===== config.mk =====
export PLATFORM = sky130hd
export DESIGN_NAME = alu_op_issue
export DESIGN_NICKNAME = d
export VERILOG_FILES = /design/src/rtl/alu_op_issue.sv
export SDC_FILE = /design/constraint.sdc
export NUM_CORES = 1
export LEC_CHECK = 0
export ABC_AREA = 0
export CORE_MARGIN = 5
export CORE_UTILIZATION = 45
export CTS_BUF_LIST = sky130_fd_sc_hd__clkbuf_2 sky130_fd_sc_hd__clkbuf_4 sky130_fd_sc_hd__clkbuf_8
export DETAILED_ROUTE_END_ITERATION = 12
export DONT_BUFFER_PORTS = 1
export HOLD_SLACK_MARGIN = 0.08
export MAX_ROUTING_LAYER = met4
export PLACE_DENSITY = 0.61
export SYNTH_ARGS = -nofsm -noshare
export SYNTH_HDL_FRONTEND = slang
export SYNTH_SLANG_ARGS = --single-unit

===== constraint.sdc =====
create_clock -name clk -period 4.55 [get_ports clk]
set_input_delay 0 -clock clk [delete_from_list [all_inputs] [get_ports clk]]
set_output_delay 0 -clock clk [all_outputs]
set_load 0.03 [all_outputs]

===== src/rtl/alu_op_issue.sv =====
// ALU operation decode and operand select, issued through a 2-entry skid buffer.
// Optional ALU_OP_ISSUE_ILLEGAL_FLAG_EN adds out_illegal and illegal_sticky outputs.
module alu_op_issue #(
  parameter int DATA_WIDTH    = 32,
  parameter int OPCODE_LENGTH = 4
) (
  input  logic                     clk,
  input  logic                     reset,
  input  logic                     flush,
  input  logic                     in_valid,
  output logic                     in_ready,
  input  logic [1:0]               ALUOp,
  input  logic [2:0]               Funct3,
  input  logic [6:0]               Funct7,
  input  logic                     ALUSrc,
  input  logic [DATA_WIDTH-1:0]    RD1,
  input  logic [DATA_WIDTH-1:0]    RD2,
  input  logic [DATA_WIDTH-1:0]    Imm,
  output logic                     out_valid,
  input  logic                     out_ready,
  output logic [DATA_WIDTH-1:0]    SrcA,
  output logic [DATA_WIDTH-1:0]    SrcB,
  output logic [OPCODE_LENGTH-1:0] Operation
`ifdef ALU_OP_ISSUE_ILLEGAL_FLAG_EN
  ,
  output logic                     out_illegal,
  output logic                     illegal_sticky
`endif
);

  localparam logic [OPCODE_LENGTH-1:0] OP_AND = OPCODE_LENGTH'(4'b0000);
  localparam logic [OPCODE_LENGTH-1:0] OP_OR  = OPCODE_LENGTH'(4'b0001);
  localparam logic [OPCODE_LENGTH-1:0] OP_ADD = OPCODE_LENGTH'(4'b0010);
  localparam logic [OPCODE_LENGTH-1:0] OP_XOR = OPCODE_LENGTH'(4'b0011);
  localparam logic [OPCODE_LENGTH-1:0] OP_SLL = OPCODE_LENGTH'(4'b0100);
  localparam logic [OPCODE_LENGTH-1:0] OP_SRL = OPCODE_LENGTH'(4'b0101);
  localparam logic [OPCODE_LENGTH-1:0] OP_SUB = OPCODE_LENGTH'(4'b0110);
  localparam logic [OPCODE_LENGTH-1:0] OP_SRA = OPCODE_LENGTH'(4'b0111);
  localparam logic [OPCODE_LENGTH-1:0] OP_BEQ = OPCODE_LENGTH'(4'b1000);
  localparam logic [OPCODE_LENGTH-1:0] OP_BGE = OPCODE_LENGTH'(4'b1001);
  localparam logic [OPCODE_LENGTH-1:0] OP_SLT = OPCODE_LENGTH'(4'b1100);
  localparam logic [OPCODE_LENGTH-1:0] OP_BNE = OPCODE_LENGTH'(4'b1101);
  localparam logic [OPCODE_LENGTH-1:0] OP_ILL = OPCODE_LENGTH'(4'b1111);

  typedef struct packed {
    logic [DATA_WIDTH-1:0]    a;
    logic [DATA_WIDTH-1:0]    b;
    logic [OPCODE_LENGTH-1:0] op;
  } beat_t;

  logic [OPCODE_LENGTH-1:0] op_dec;
  logic [DATA_WIDTH-1:0]    srcb_raw;
  logic                     f7z, f7s;
  beat_t                    beat_in;

  assign f7z = (Funct7 == 7'b0000000);
  assign f7s = (Funct7 == 7'b0100000);

  always_comb begin
    op_dec = OP_ILL;
    unique case (ALUOp)
      2'b00: op_dec = OP_ADD;
      2'b01: begin
        case (Funct3)
          3'b000:  op_dec = OP_BEQ;
          3'b001:  op_dec = OP_BNE;
          3'b100:  op_dec = OP_SLT;
          3'b101:  op_dec = OP_BGE;
          default: op_dec = OP_ILL;
        endcase
      end
      2'b10: begin
        case (Funct3)
          3'b000:  op_dec = f7z ? OP_ADD : (f7s ? OP_SUB : OP_ILL);
          3'b101:  op_dec = f7z ? OP_SRL : (f7s ? OP_SRA : OP_ILL);
          3'b001:  op_dec = f7z ? OP_SLL : OP_ILL;
          3'b010:  op_dec = f7z ? OP_SLT : OP_ILL;
          3'b100:  op_dec = f7z ? OP_XOR : OP_ILL;
          3'b110:  op_dec = f7z ? OP_OR  : OP_ILL;
          3'b111:  op_dec = f7z ? OP_AND : OP_ILL;
          default: op_dec = OP_ILL;
        endcase
      end
      2'b11: begin
        // Immediate forms ignore Funct7 except for the shifts, where it selects the variant.
        case (Funct3)
          3'b000:  op_dec = OP_ADD;
          3'b010:  op_dec = OP_SLT;
          3'b100:  op_dec = OP_XOR;
          3'b110:  op_dec = OP_OR;
          3'b111:  op_dec = OP_AND;
          3'b001:  op_dec = f7z ? OP_SLL : OP_ILL;
          3'b101:  op_dec = f7z ? OP_SRL : (f7s ? OP_SRA : OP_ILL);
          default: op_dec = OP_ILL;
        endcase
      end
      default: op_dec = OP_ILL;
    endcase
  end

  assign srcb_raw = ALUSrc ? Imm : RD2;

  always_comb begin
    beat_in.a  = RD1;
    beat_in.op = op_dec;
    beat_in.b  = srcb_raw;
    if (op_dec == OP_SLL || op_dec == OP_SRL || op_dec == OP_SRA)
      beat_in.b = DATA_WIDTH'(srcb_raw[4:0]);
  end

  beat_t main_q, main_d, skid_q, skid_d;
  logic  main_vld_q, main_vld_d, skid_vld_q, skid_vld_d, in_ready_q;
  logic  acc, cons;

  assign acc  = in_valid && in_ready_q;
  assign cons = main_vld_q && out_ready;

  always_comb begin
    main_d     = main_q;
    skid_d     = skid_q;
    main_vld_d = main_vld_q;
    skid_vld_d = skid_vld_q;
    if (flush) begin
      main_vld_d = 1'b0;
      skid_vld_d = 1'b0;
    end else if (!main_vld_q || cons) begin
      // Main slot frees up: skid (older) moves forward before any new beat.
      if (skid_vld_q) begin
        main_d     = skid_q;
        main_vld_d = 1'b1;
        skid_d     = acc ? beat_in : skid_q;
        skid_vld_d = acc;
      end else begin
        main_d     = acc ? beat_in : main_q;
        main_vld_d = acc;
      end
    end else if (acc) begin
      skid_d     = beat_in;
      skid_vld_d = 1'b1;
    end
  end

  always_ff @(posedge clk) begin
    if (!reset) begin
      main_q     <= '0;
      skid_q     <= '0;
      main_vld_q <= 1'b0;
      skid_vld_q <= 1'b0;
      in_ready_q <= 1'b0;
    end else begin
      main_q     <= main_d;
      skid_q     <= skid_d;
      main_vld_q <= main_vld_d;
      skid_vld_q <= skid_vld_d;
      in_ready_q <= !skid_vld_d;
    end
  end

  assign in_ready  = in_ready_q;
  assign out_valid = main_vld_q;
  assign SrcA      = main_q.a;
  assign SrcB      = main_q.b;
  assign Operation = main_q.op;

`ifdef ALU_OP_ISSUE_ILLEGAL_FLAG_EN
  logic sticky_q;

  always_ff @(posedge clk) begin
    if (!reset)
      sticky_q <= 1'b0;
    else if (cons && !flush && main_q.op == OP_ILL)
      sticky_q <= 1'b1;
  end

  assign out_illegal    = (main_q.op == OP_ILL);
  assign illegal_sticky = sticky_q;
`endif

endmodule


# Yosys cells after proc, flatten, opt, wreduce, memory -nomap -nowiden
# Cells that the tools add are included.
# W data, S select, Z words.
dict set report classes {
  n_mux 25
  eq_ne 14
  n_bitwise 2
  n_reduce_logical 14
}
# operator n
set op_table {}
lappend op_table {{$mux W68} 5}
lappend op_table {{$mux W32} 2}
lappend op_table {{$pmux W4 S7} 2}
lappend op_table {{$mux W4} 8}
lappend op_table {{$pmux W4 S4} 1}
lappend op_table {{$eq A3 B3 Y1 const B} 4}
lappend op_table {{$eq A4 B3 Y1 const B} 3}
lappend op_table {{$pmux W3 S4} 1}
lappend op_table {{$eq A7 B6 Y1 const B} 1}
lappend op_table {{$logic_not A7 Y1} 1}
lappend op_table {{$mux W1} 5}
lappend op_table {{$eq A2 B2 Y1 const B} 2}
lappend op_table {{$eq A3 B1 Y1 const B} 1}
lappend op_table {{$eq A3 B2 Y1 const B} 1}
lappend op_table {{$logic_not A3 Y1} 1}
lappend op_table {{$logic_or A1 B1 Y1} 3}
lappend op_table {{$reduce_and A3 Y1} 1}
lappend op_table {{$eq A2 B1 Y1 const B} 1}
lappend op_table {{$logic_and A1 B1 Y1} 2}
lappend op_table {{$logic_not A1 Y1} 2}
lappend op_table {{$logic_not A2 Y1} 1}
lappend op_table {{$mux W2} 1}
lappend op_table {{$ne A2 B2 Y1 const B} 1}
lappend op_table {{$not A1 Y1} 2}
lappend op_table {{other kinds (3)} 3}
dict set report word_totals {
  out_inout_bits 70
  ff_bits 139
  word_cells 64
  inputBits 114
}

# Longest topological paths before layout
# Gate-level depths: netlist of the first run.
dict set report logic_depth {
  depth_word 12
  ltp_mapped 8
  depth_no_buf 6
}

# Least setup slack after synthesis of the first run
# OpenSTA, ideal clock, no wires.
dict set report synth_path {
  kind {reg-to-reg}
  startpoint {reg in_ready_q (netlist: in_ready)}
  endpoint {reg main_q (netlist bit Operation[3])}
  arrival_ps 1859
  setup_ps 138
  synth_period_minus_slack_ps 1996
  required_time_ps 4412
  n_path_buf 2
  stages_incl_launch_ff 6
  slack_ps 2554
  cell_sequence {dfxtp_1 > a21oi_1 > nor3_1 > clkbuf_1 > clkbuf_1 > a211oi_1}
}
dict set report synth_via {
  elab_chain_len 3
}
# element line
set synth_rtl {}
lappend synth_rtl {{start: declaration} 112} ;# logic main_vld_q, main_vld_d, skid_vld_q, skid_vld_d, in_ready_q;
lappend synth_rtl {{start signal: assignment} 155} ;# in_ready_q <= !skid_vld_d;
lappend synth_rtl {{$logic_and A1 B1 Y1} 115} ;# assign acc = in_valid && in_ready_q;
lappend synth_rtl {{$reduce_bool A2 Y1 (no source line)} n/a}
lappend synth_rtl {{$reduce_and A3 Y1 (no source line)} n/a}
lappend synth_rtl {{end signal: assignment} 151} ;# main_q <= main_d;
lappend synth_rtl {{end: declaration} 111} ;# beat_t main_q, main_d, skid_q, skid_d;
# Every way passes these cells.
# A chain may end at the register's enable or synchronous reset.

# Final worst setup path of the first run
dict set report layout_path {
  startpoint {reg skid_vld_q}
  endpoint {reg main_q (netlist bit SrcB[23])}
}
dict set report layout_via {
  elab_chain_len 2
  elab_cells_between_ends 3
  cone_classes {mux: 1; reduce/logical: 2}
}
# element line
set layout_rtl {}
lappend layout_rtl {{start: declaration} 112}
lappend layout_rtl {{start signal: assignment} 154} ;# skid_vld_q <= skid_vld_d;
lappend layout_rtl {{$reduce_bool A2 Y1 (no source line)} n/a}
lappend layout_rtl {{$reduce_and A3 Y1 (no source line)} n/a}
# Parallel ways exist; a longest one is shown, timed or not.

==> summary.md, run 1 <==
| Metric | Value |
|---|---|
| Syn Area/Cell | `8.57 um2` |
| Worst path cell trace | `buf_4 > a21oi_1 > or3_2 > a31oi_1 > dlygate4sd3_1 > o31ai_1 > dlygate4sd3_1` |
| Max-slew violations | `0` |
| CP endpoint kind | `flip-flop` |
| Via-per-instance ratio | `5.75` |
| Placed Cells | `848` |
| Antenna viol nets, final | `0` |
| Worst Min Path Start | `ALUOp[0]` |
| CP Max Fanout | `45` |
| Worst r2r src | `skid_vld_q$_SDFF_PN0_` |
| Total GRT Usage | `0.227` |
| H-tree Lvls | `4` |
| Sequential share of the synthesized area | `0.444` |
| Distinct cell type count after synthesis | `44` |
| TritonCTS clock tree | `done` |
| Warnings from Yosys | `0` |
| Die height | `128 um` |
| Mapped Area | `6270 um2` |
| Gr ovfl total | `0` |
| Worst path slowest cell | `or3_2` |
| CP arrival | `4.26 ns` |
| Setup crit start kind | `flip-flop` |
| DIE WIDTH | `128 um` |
| Synth Net Count | `846` |
| IO buf count | `0` |
| R2r setup slk | `0.62 ns` |
| Nets | `942` |
| Placed instance area | `6280 um2` |
| Finished Cell Area | `8160 um2` |
| ANT cells | `0` |
| Crit path from | `skid_vld_q$_SDFF_PN0_` |
| Final worst slack | `0.624 ns` |
| Slew headroom | `0.198` |
| Share of cells above drive strength 1 | `0.105` |
| Initial core utilization | `0.455` |
| Routability cong. | `0.770` |
| DRT iter0 DRCs | `around 300` |
| Antenna violations before repair | `0` |
| First-pass DRT Iterations | `5` |
| Die area | `16400 um2` |
| Synth top area cells | `dfxtp_1, nand2_1, mux2i_1, a211oi_1, mux2_2` |
| Global-route wire length before repair | `29.4 mm` |
| # fillers | `1201` |
| IR drop worst, VDD | `195 uV` |
| Worst-Skew Late Latency | `0.44 ns` |
| Max frequency | `about 250 MHz` |
| Clk sinks | `139` |
| Most frequent cells in the layout | `dlygate4sd3_1, dfxtp_1, nand2_1, nor2_1, a21oi_1` |
| Clock-pin transition on the worst setup and hold timing paths | `approximately 0.08 ns` |
| Detailed Route WL | `~18 mm` |
| Pwr per Cell Area | `roughly 330 nW/um2` |
| Worst-margin pin slew | `approximately 1.2 ns` |
| FP Rows | `43` |
| Hold Crit Depth | `5` |
| Post-synth top area cell | `dfxtp_1` |
| DRC errors left | `0` |
| HP Class | `input port to flip-flop` |
| Setup Skew | `0.0106 ns` |
| Outcome | `completed` |
| WL per Instance | `about 18 um` |
| Worst stage delay on the critical path | `0.91 ns` |
| DP HPWL | `between 10 and 15 mm` |
| Top cell type's share of synthesized area | `0.444` |
| I/O pins | `184` |
| Core Util, Final | `0.592` |
| Synth-to-Final Area Change | `30.1%` |
| Largest net degree at the start of global routing | `74` |
| Final hold vios | `0` |
| Critical Path RT | `between 4 and 5 ns` |
| Max cap viols | `0` |
| Leakage power of the design | `2.84 nW` |
| CP Class | `flip-flop to flip-flop` |
| RR Endpoint | `SrcB[23]$_SDFFE_PN0P_` |
| Total power | `between 2 and 3 mW` |
| Final hold slack | `0.110 ns` |
| DR vias | `5860` |
| Root Buffer | `clkbuf_8` |
| Commonest non-fill, non-tap cell in the layout | `dlygate4sd3_1` |
| Setup-failing EPs final | `0` |
| Final Instance Count excl. Fillers | `1020` |
| Post-Synthesis Cells | `732` |
| Post-layout min period | `approximately 3.9 ns` |
| Hold endpoint | `Operation[0]$_SDFFE_PN0P_` |
| Fin Setup TNS | `0 ns` |
| CTS Buf Count | `17` |
| Core Area | `around 14000 um2` |
| Critical Path Most Common Cell | `dlygate4sd3_1` |
| RSZ-0062 raised after global routing | `no` |
| CTS Buffer Depth | `2` |
| Final Cycle Share | `0.863` |
| Worst Reg-to-Reg Cells | `7` |
| Vias in the first global route | `5937` |
| Dpl ws | `1.65 ns` |
| Setup repair bufs after CTS | `0` |
| Yosys reg bits | `~140` |
## synth_stat cells
library cell / n
a211o_1: 1
a211oi_1: 43
a21bo_2: 1
a21boi_0: 1
a21oi_1: 47
a2bb2oi_1: 1
a311oi_1: 1
a31oi_1: 27
a31oi_4: 1
and2_1: 1
and3_1: 27
buf_1: 5
buf_2: 1
buf_4: 4
buf_6: 1
clkbuf_1: 61
dfxtp_1: 139
inv_1: 4
maj3_1: 1
mux2_2: 27
mux2i_1: 37
nand2_1: 123
nand2b_1: 5
nand3_1: 36
nand4bb_1: 1
nor2_1: 52
nor2b_1: 2
nor3_1: 4
nor4_1: 1
o211ai_1: 9
o21ai_0: 18
o21ai_1: 2
o22ai_1: 1
o311ai_4: 1
o31ai_1: 27
o32ai_1: 1
o41ai_1: 4
o41ai_2: 6
or2_2: 1
or3_1: 3
or3_4: 1
or3b_2: 1
or4_4: 1
or4b_2: 1
## kinds of logic after synthesis
| group | share of synthesized area |
|---|---|
| fa+ha+maj | 0.00160 |
| flops | 0.444 |
| buf+inv | 0.0493 |
| compound gates | 0.213 |
| simple gates | 0.185 |
| mux | 0.108 |
## per-layer routing
layer | wire length (um) | vias up | part of all wire | track usage
li1 | - | 2824 | - | -
met1 | 7410 | 2790 | 0.41 | 0.267
met2 | 9040 | 208 | 0.50 | 0.375
met3 | 1400 | 38 | 0.077 | 0.0600
met4 | 396 | 0 | 0.022 | 0.0824
met5 | 0 | - | 0 | -
## repair_timing
action / 4_1_cts / 5_1_grt
endpoints found under the setup margin: 0 / 0
gates resized for setup: 0 / 0
hold buffers: 141 / 0
endpoints found under the hold margin: 138 / 0
## worst max-delay path, delay by kind of cell, from the launching register on
kind                   cells  cell delay [ns]
AO/OA/AOI/OAI              3             0.56
buffers and inverters      3             1.72
flip-flops                 1             0.62
AND/OR/NAND/NOR            1             0.91
## power by group
group / switching (mW) / internal (mW) / total (mW)
combinational: 0.130 / 0.140 / 0.269
sequential: 0.0782 / 1.24 / 1.32
clock: 0.471 / 0.660 / 1.13
total: 0.679 / 2.04 / 2.72
## final cells by class
cell class	instances	area [um2]	area share
Clock inverter	12	198	0.0242
Multi-Input combinational cell	517	3200	0.392
Tap cell	180	225	0.0276
Timing Repair Buffer	149	1490	0.183
Sequential cell	139	2790	0.342
Clock buffer	19	249	0.0305
Inverter	4	15.0	0.00184
## flip-flops by register name, summed over array words and instances (netlist names)
register / count
Operation: 4
out_valid: 1
SrcB: 32
in_ready: 1
skid_q: 68
SrcA: 32
skid_vld_q: 1
## how the worst max path moves through the flow
stage,slack [ns],to,depth (start not counted)
after CTS,0.69,SrcB[23]$_SDFFE_PN0P_,7
after detailed placement,1.65,skid_q[3]$_SDFFE_PN0P_,5
after floorplan,2.55,Operation[3]$_SDFFE_PN0P_,5
after global placement,1.69,skid_q[3]$_SDFFE_PN0P_,5
final,0.62,SrcB[23]$_SDFFE_PN0P_,7
after global routing,0.43,SrcB[23]$_SDFFE_PN0P_,7
No activity file was read; power rests on OpenSTA's default activity.
==> run 2, diff against run 1 <==
PLACE_DENSITY = unset   (was 0.61)
PLACE_DENSITY_LB_ADDON = 0.1   (was unset)
==> run 2 against run 1 <==
Clock-buffer cell count grew 2. Flip-flop and latch count is the same. Combinational power is essentially flat. Utilization shrank 1.9 points. Design area shrank 3.3%. Register-to-register slack gained 0.37 ns.
==> summary.md, run 2 (synthesized netlist as in run 1, its figures left out) <==
| Metric | Value |
|---|---|
| Outcome | `completed` |
| Global-route wire length before repair | `27.7 mm` |
| Core Area | `13800 um2` |
| Fin Setup TNS | `0 ns` |
| Setup crit start kind | `flip-flop` |
| Setup-failing EPs final | `0` |
| Gr ovfl total | `0` |
| Most frequent cells in the layout | `dfxtp_1, nand2_1, dlygate4sd3_1, nor2_1, a21oi_1` |
| Nets | `915` |
| Commonest non-fill, non-tap cell in the layout | `dfxtp_1` |
| Final Cycle Share | `0.781` |
| CTS Buffer Depth | `2` |
| CP Class | `flip-flop to flip-flop` |
| Total power | `approximately 2.7 mW` |
| RSZ-0062 raised after global routing | `no` |
| DRT iter0 DRCs | `385` |
| Synth-to-Final Area Change | `25.8%` |
| Root Buffer | `clkbuf_8` |
| Detailed Route WL | `17.3 mm` |
| CP endpoint kind | `flip-flop` |
| Die height | `about 130 um` |
| Max-slew violations | `0` |
| Share of cells above drive strength 1 | `0.108` |
| Total GRT Usage | `0.214` |
| CP arrival | `3.94 ns` |
| Leakage power of the design | `around 2.7 nW` |
| Routability cong. | `0.814` |
| Cts hold-fix bufs | `between 100 and 150` |
| HP Class | `input port to flip-flop` |
| DRC errors left | `0` |
| H-tree Lvls | `4` |
| IR drop worst, VDD | `200 uV` |
| FP Rows | `43` |
| Worst-margin pin slew | `1.18 ns` |
| Number of flip-flops under the largest register name | `68` |
| Clock-pin transition on the worst setup and hold timing paths | `roughly 0.080 ns` |
| Pwr per Cell Area | `343 nW/um2` |
| I/O pins | `about 180` |
| Initial core utilization | `0.455` |
| CTS Buf Count | `17` |
| Setup Skew | `0.0119 ns` |
| Max frequency | `roughly 280 MHz` |
| Post-layout min period | `~3.6 ns` |
| Die area | `16400 um2` |
| Worst-Skew Late Latency | `about 0.44 ns` |
| Final hold vios | `0` |
| Antenna violations before repair | `0` |
| First-pass DRT Iterations | `4` |
| # fillers | `1260` |
| Final worst slack | `~1 ns` |
| Via-per-instance ratio | `5.71` |
| CP Max Fanout | `118` |
| Final hold slack | `around 0.14 ns` |
| Max cap viols | `0` |
| Post-CTS Resized | `0` |
| IO buf count | `0` |
| Vias in the first global route | `5394` |
| ANT cells | `0` |
| DP HPWL | `10.2 mm` |
| Antenna viol nets, final | `0` |
| TritonCTS clock tree | `done` |
| Clk sinks | `139` |
| Largest Register | `skid_q` |
| Largest net degree at the start of global routing | `119` |
| DR vias | `roughly 5700` |
| Setup repair bufs after CTS | `0` |
| Slew headroom | `0.212` |
| WL per Instance | `17.5 um` |
| DIE WIDTH | `128 um` |
| Dpl ws | `between 1.5 and 2 ns` |
| Critical Path RT | `4.94 ns` |
-- run 2: cell types whose count changed in the layout (fill, tap and decap cells not counted), sizes merged --
| cell | before | now |
|---|---|---|
| clkbuf | 19 | 21 |
| clkinv | 5 | 4 |
| buf | 9 | 8 |
| bufinv | 5 | 4 |
| dlygate4sd3 | 140 | 114 |
| clkinvlp | 2 | 3 |
-- run 2: layer usage --
metal  vias up  wire (um)  share of wire  GRT usage
li1       2772          -              -          -
met1      2694       7250           0.42      0.258
met2       193       8460           0.49      0.347
met3        14       1480          0.086     0.0683
met4         0        148         0.0085     0.0574
met5         -          0              0          -
-- run 2: metrics by stage --
step	util	std cells	area (um2)
2_1_floorplan	-	732	6270
3_3_place_gp	0.456	847	6270
3_5_place_dp	0.456	847	6270
4_1_cts	0.573	994	7890
5_1_grt	0.573	994	7890
6_report	0.573	994	7890
-- run 2: critical path, cell delays in order (launching register included) --
cell,delay (ns)
dfxtp_4,0.69
a21oi_1,0.15
nor3_2,0.17
buf_4,0.87
and3_1,0.29
a31oi_1,0.05
dlygate4sd3_1,0.59
o41ai_1,0.07
dlygate4sd3_1,0.60
-- run 2: final cells by class --
| type | count | area, um2 | share of cell area |
|---|---|---|---|
| clock buffer | 21 | 283 | 0.0358 |
| timing repair buffer | 122 | 1220 | 0.155 |
| clock inverter | 11 | 166 | 0.0211 |
| sequential | 139 | 2790 | 0.353 |
| inverter | 4 | 15.0 | 0.00190 |
| tap | 180 | 225 | 0.0285 |
| multi-input combinational | 517 | 3200 | 0.405 |
-- run 2: worst paths after layout --
check / start / endpoint / slack (ns) / cells past startpoint
worst max register to register: skid_vld_q$_SDFF_PN0_ / SrcB[6]$_SDFFE_PN0P_ / 1.0 / 8
worst max-delay path: skid_vld_q$_SDFF_PN0_ / SrcB[6]$_SDFFE_PN0P_ / 1.0 / 8
worst min register to register: skid_q[34]$_SDFFE_PN0P_ / skid_q[34]$_SDFFE_PN0P_ / 0.44 / 2
worst min-delay path: Funct7[6] / Operation[2]$_SDFFE_PN0P_ / 0.14 / 4
-- run 2: where the power goes --
group	switching, mW	total, mW	internal, mW
sequential	0.0782	1.32	1.24
combinational	0.128	0.266	0.138
clock	0.470	1.12	0.645
total	0.676	2.70	2.03
==> run 3, diff against run 2 <==
ABC_AREA = 1   (was 0)
clock period = 3.2 ns   (was 4.55 ns; I/O delays follow)
==> run 3 against run 2 <==
Die area decreased by 0.41%. Critical path depth increased by 1. Clock power increased by 42%. Register-to-register slack got worse by 0.71 ns. Sequential share of layout area decreased by 0.68 points. Critical endpoint is now SrcA[6]$_SDFFE_PN0P_. Largest cell class unchanged.
==> summary.md, run 3 <==
| Metric | Value |
|---|---|
| Setup-failing EPs final | `0` |
| Most common cell in the netlist | `nand2_1` |
| Most frequent cells in the layout | `nand2_1, dfxtp_1, dlygate4sd3_1, o21ai_0, nor2_1` |
| FP Rows | `between 40 and 50` |
| Final worst slack | `roughly 0.29 ns` |
| TritonCTS clock tree | `done` |
| Top cell type's share of synthesized area | `0.446` |
| Routability cong. | `0.829` |
| Synth Flop Type | `dfxtp_1` |
| Warnings from Yosys | `0` |
| Max-slew violations | `0` |
| HP Class | `input port to flip-flop` |
| Post-layout min period | `between 2 and 3 ns` |
| WL per Instance | `around 15 um` |
| Worst-Skew Late Latency | `0.44 ns` |
| CP Max Fanout | `73` |
| Die area | `roughly 16000 um2` |
| Distinct cell type count after synthesis | `31` |
| Outcome | `completed` |
| Critical Path RT | `3.58 ns` |
| CTS Buffer Depth | `2` |
| Synth Net Count | `~960` |
| CTS Buf Count | `17` |
| Commonest non-fill, non-tap cell in the layout | `nand2_1` |
| RSZ-0062 raised after global routing | `no` |
| Worst Reg-to-Reg Cells | `9` |
| CP endpoint kind | `flip-flop` |
| IR drop worst, VDD | `288 uV` |
| Share of cells above drive strength 1 | `0.101` |
| IO buf count | `0` |
| I/O pins | `~180` |
| Via-per-instance ratio | `5.24` |
| Fin Setup TNS | `0 ns` |
| Gr ovfl total | `0` |
| Dpl ws | `0.743 ns` |
| Post-synth top area cell | `dfxtp_1` |
| Mapped Area | `6240 um2` |
| # fillers | `1227` |
| Max cap viols | `0` |
| Final hold vios | `0` |
| Synth top area cells | `dfxtp_1, nand2_1, o21ai_0, a21oi_1, nor2_1` |
| Setup crit start kind | `flip-flop` |
| Global-route wire length before repair | `28.1 mm` |
| Worst setup path endpoint | `SrcA[6]$_SDFFE_PN0P_` |
| Vias in the first global route | `5929` |
| ANT cells | `0` |
| R2r setup slk | `0.29 ns` |
| Reg area | `2780 um2` |
| Worst-margin pin slew | `about 1.1 ns` |
| Max frequency | `around 340 MHz` |
| RR Endpoint | `SrcA[6]$_SDFFE_PN0P_` |
| Finished Cell Area | `8040 um2` |
| Die height | `128 um` |
| DRC errors left | `0` |
| Root Buffer | `clkbuf_8` |
| Clk sinks | `approximately 140` |
| Clock-pin transition on the worst setup and hold timing paths | `0.08 ns` |
| Total GRT Usage | `0.216` |
| DP HPWL | `9.79 mm` |
| Largest Register | `skid_q` |
| Crit path from | `in_ready$_SDFF_PN0_` |
| Slew headroom | `0.288` |
| Setup Skew | `0.00879 ns` |
| Synth-to-Final Area Change | `28.8%` |
| Post-Synthesis Cells | `848` |
| H-tree Lvls | `4` |
| CP Class | `flip-flop to flip-flop` |
| Antenna viol nets, final | `0` |
| Leakage power of the design | `around 3.6 nW` |
| Detailed Route WL | `17.3 mm` |
| Largest net degree at the start of global routing | `92` |
| Number of flip-flops under the largest register name | `68` |
| CP arrival | `3.30 ns` |
| Placed instance area | `roughly 6200 um2` |
| Synth cell count leaders | `nand2_1, dfxtp_1, o21ai_0, nor2_1, a21oi_1` |
| DIE WIDTH | `128 um` |
| Nets | `1063` |
| Worst r2r src | `in_ready$_SDFF_PN0_` |
| Pwr per Cell Area | `484 nW/um2` |
| Final Cycle Share | `0.910` |
| Initial core utilization | `0.455` |
| Post-synth ARST share | `0` |
| Multi-input gate area | `between 2000 and 3000 um2` |
| Core Area | `13700 um2` |
| Yosys reg bits | `139` |
| Sequential share of the synthesized area | `0.446` |
| DRT iter0 DRCs | `394` |
| Setup repair bufs after CTS | `0` |
| First-pass DRT Iterations | `5` |
| Post-synth EDFFs | `0` |
| Syn Area/Cell | `about 7.4 um2` |
| DR vias | `5988` |
| Antenna violations before repair | `0` |
run 3: timing repair:
| item | in CTS | in global routing |
|---|---|---|
| resized for setup | 0 | 1 |
| hold endpoints to repair | 139 | 19 |
| endpoints found under the setup margin | 0 | 1 |
| hold buffers | 138 | 1 |
run 3: worst min-delay path by stage:
stage / end / from / cells after the start / slack (ns)
after floorplan: out_valid$_SDFFE_PP0N_ / flush / 1 / 0.08
after global placement: out_valid$_SDFFE_PP0N_ / flush / 1 / 0.1
after detailed placement: out_valid$_SDFFE_PP0N_ / flush / 1 / 0.09
after CTS: skid_q[0]$_SDFFE_PN0P_ / Funct3[2] / 8 / 0.09
after global routing: skid_q[0]$_SDFFE_PN0P_ / Funct3[2] / 8 / 0.12
final: skid_q[0]$_SDFFE_PN0P_ / Funct3[2] / 8 / 0.11
run 3: worst max-delay path, stage by stage, from the launching register on:
cell and delay (ns):
dfxtp_1 0.53, nand2_1 0.16, nand2_1 0.09, inv_1 0.06
nor3_2 0.18, buf_6 0.42, o21ai_0 0.13, dlygate4sd3_1 0.57
a31oi_1 0.13, dlygate4sd3_1 0.56
run 3: area by class of cell:
| type | instances | area share |
|---|---|---|
| multi-input cells | 602 | 0.368 |
| flip-flops and latches | 139 | 0.346 |
| repair buffers | 145 | 0.181 |
| clock buffers | 21 | 0.0352 |
| well taps | 180 | 0.0280 |
| clock inverters | 11 | 0.0207 |
| inverters | 44 | 0.0207 |
run 3: cells by family (layout without fill, tap and decap cells):
family / Yosys count / after routing / synth area share
simple gates: 325 / 325 / 0.207
compound gates: 245 / 245 / 0.209
flops: 139 / 139 / 0.446
buf+inv: 107 / 221 / 0.0815
mux: 32 / 32 / 0.0567
run 3: routing by layer:
layer | GRT usage | wire, um | vias to the layer above
met2 | 0.355 | 8280 | 231
met4 | 0.0749 | 295 | 0
met5 | - | 0 | -
met3 | 0.0658 | 1360 | 26
met1 | 0.252 | 7350 | 2733
li1 | - | - | 2998
run 3: power by group:
part | switching [mW] | internal (mW) | leakage (nW)
Combinational | 0.204 | 0.213 | 2.22
Sequential | 0.115 | 1.78 | 1.13
Clock | 0.668 | 0.917 | 0.221
Total | 0.987 | 2.90 | 3.57
run 3: metrics by stage:
step           utilization  hold WS, ns  power [mW]  cells
2_1_floorplan            -       0.0785        2.17    848
3_3_place_gp         0.450       0.0997        2.19    971
3_5_place_dp         0.450       0.0868        2.19    971
4_1_cts              0.585       0.0877        3.93   1141
5_1_grt              0.586        0.117        4.06   1142
6_report             0.586        0.114        3.89   1142
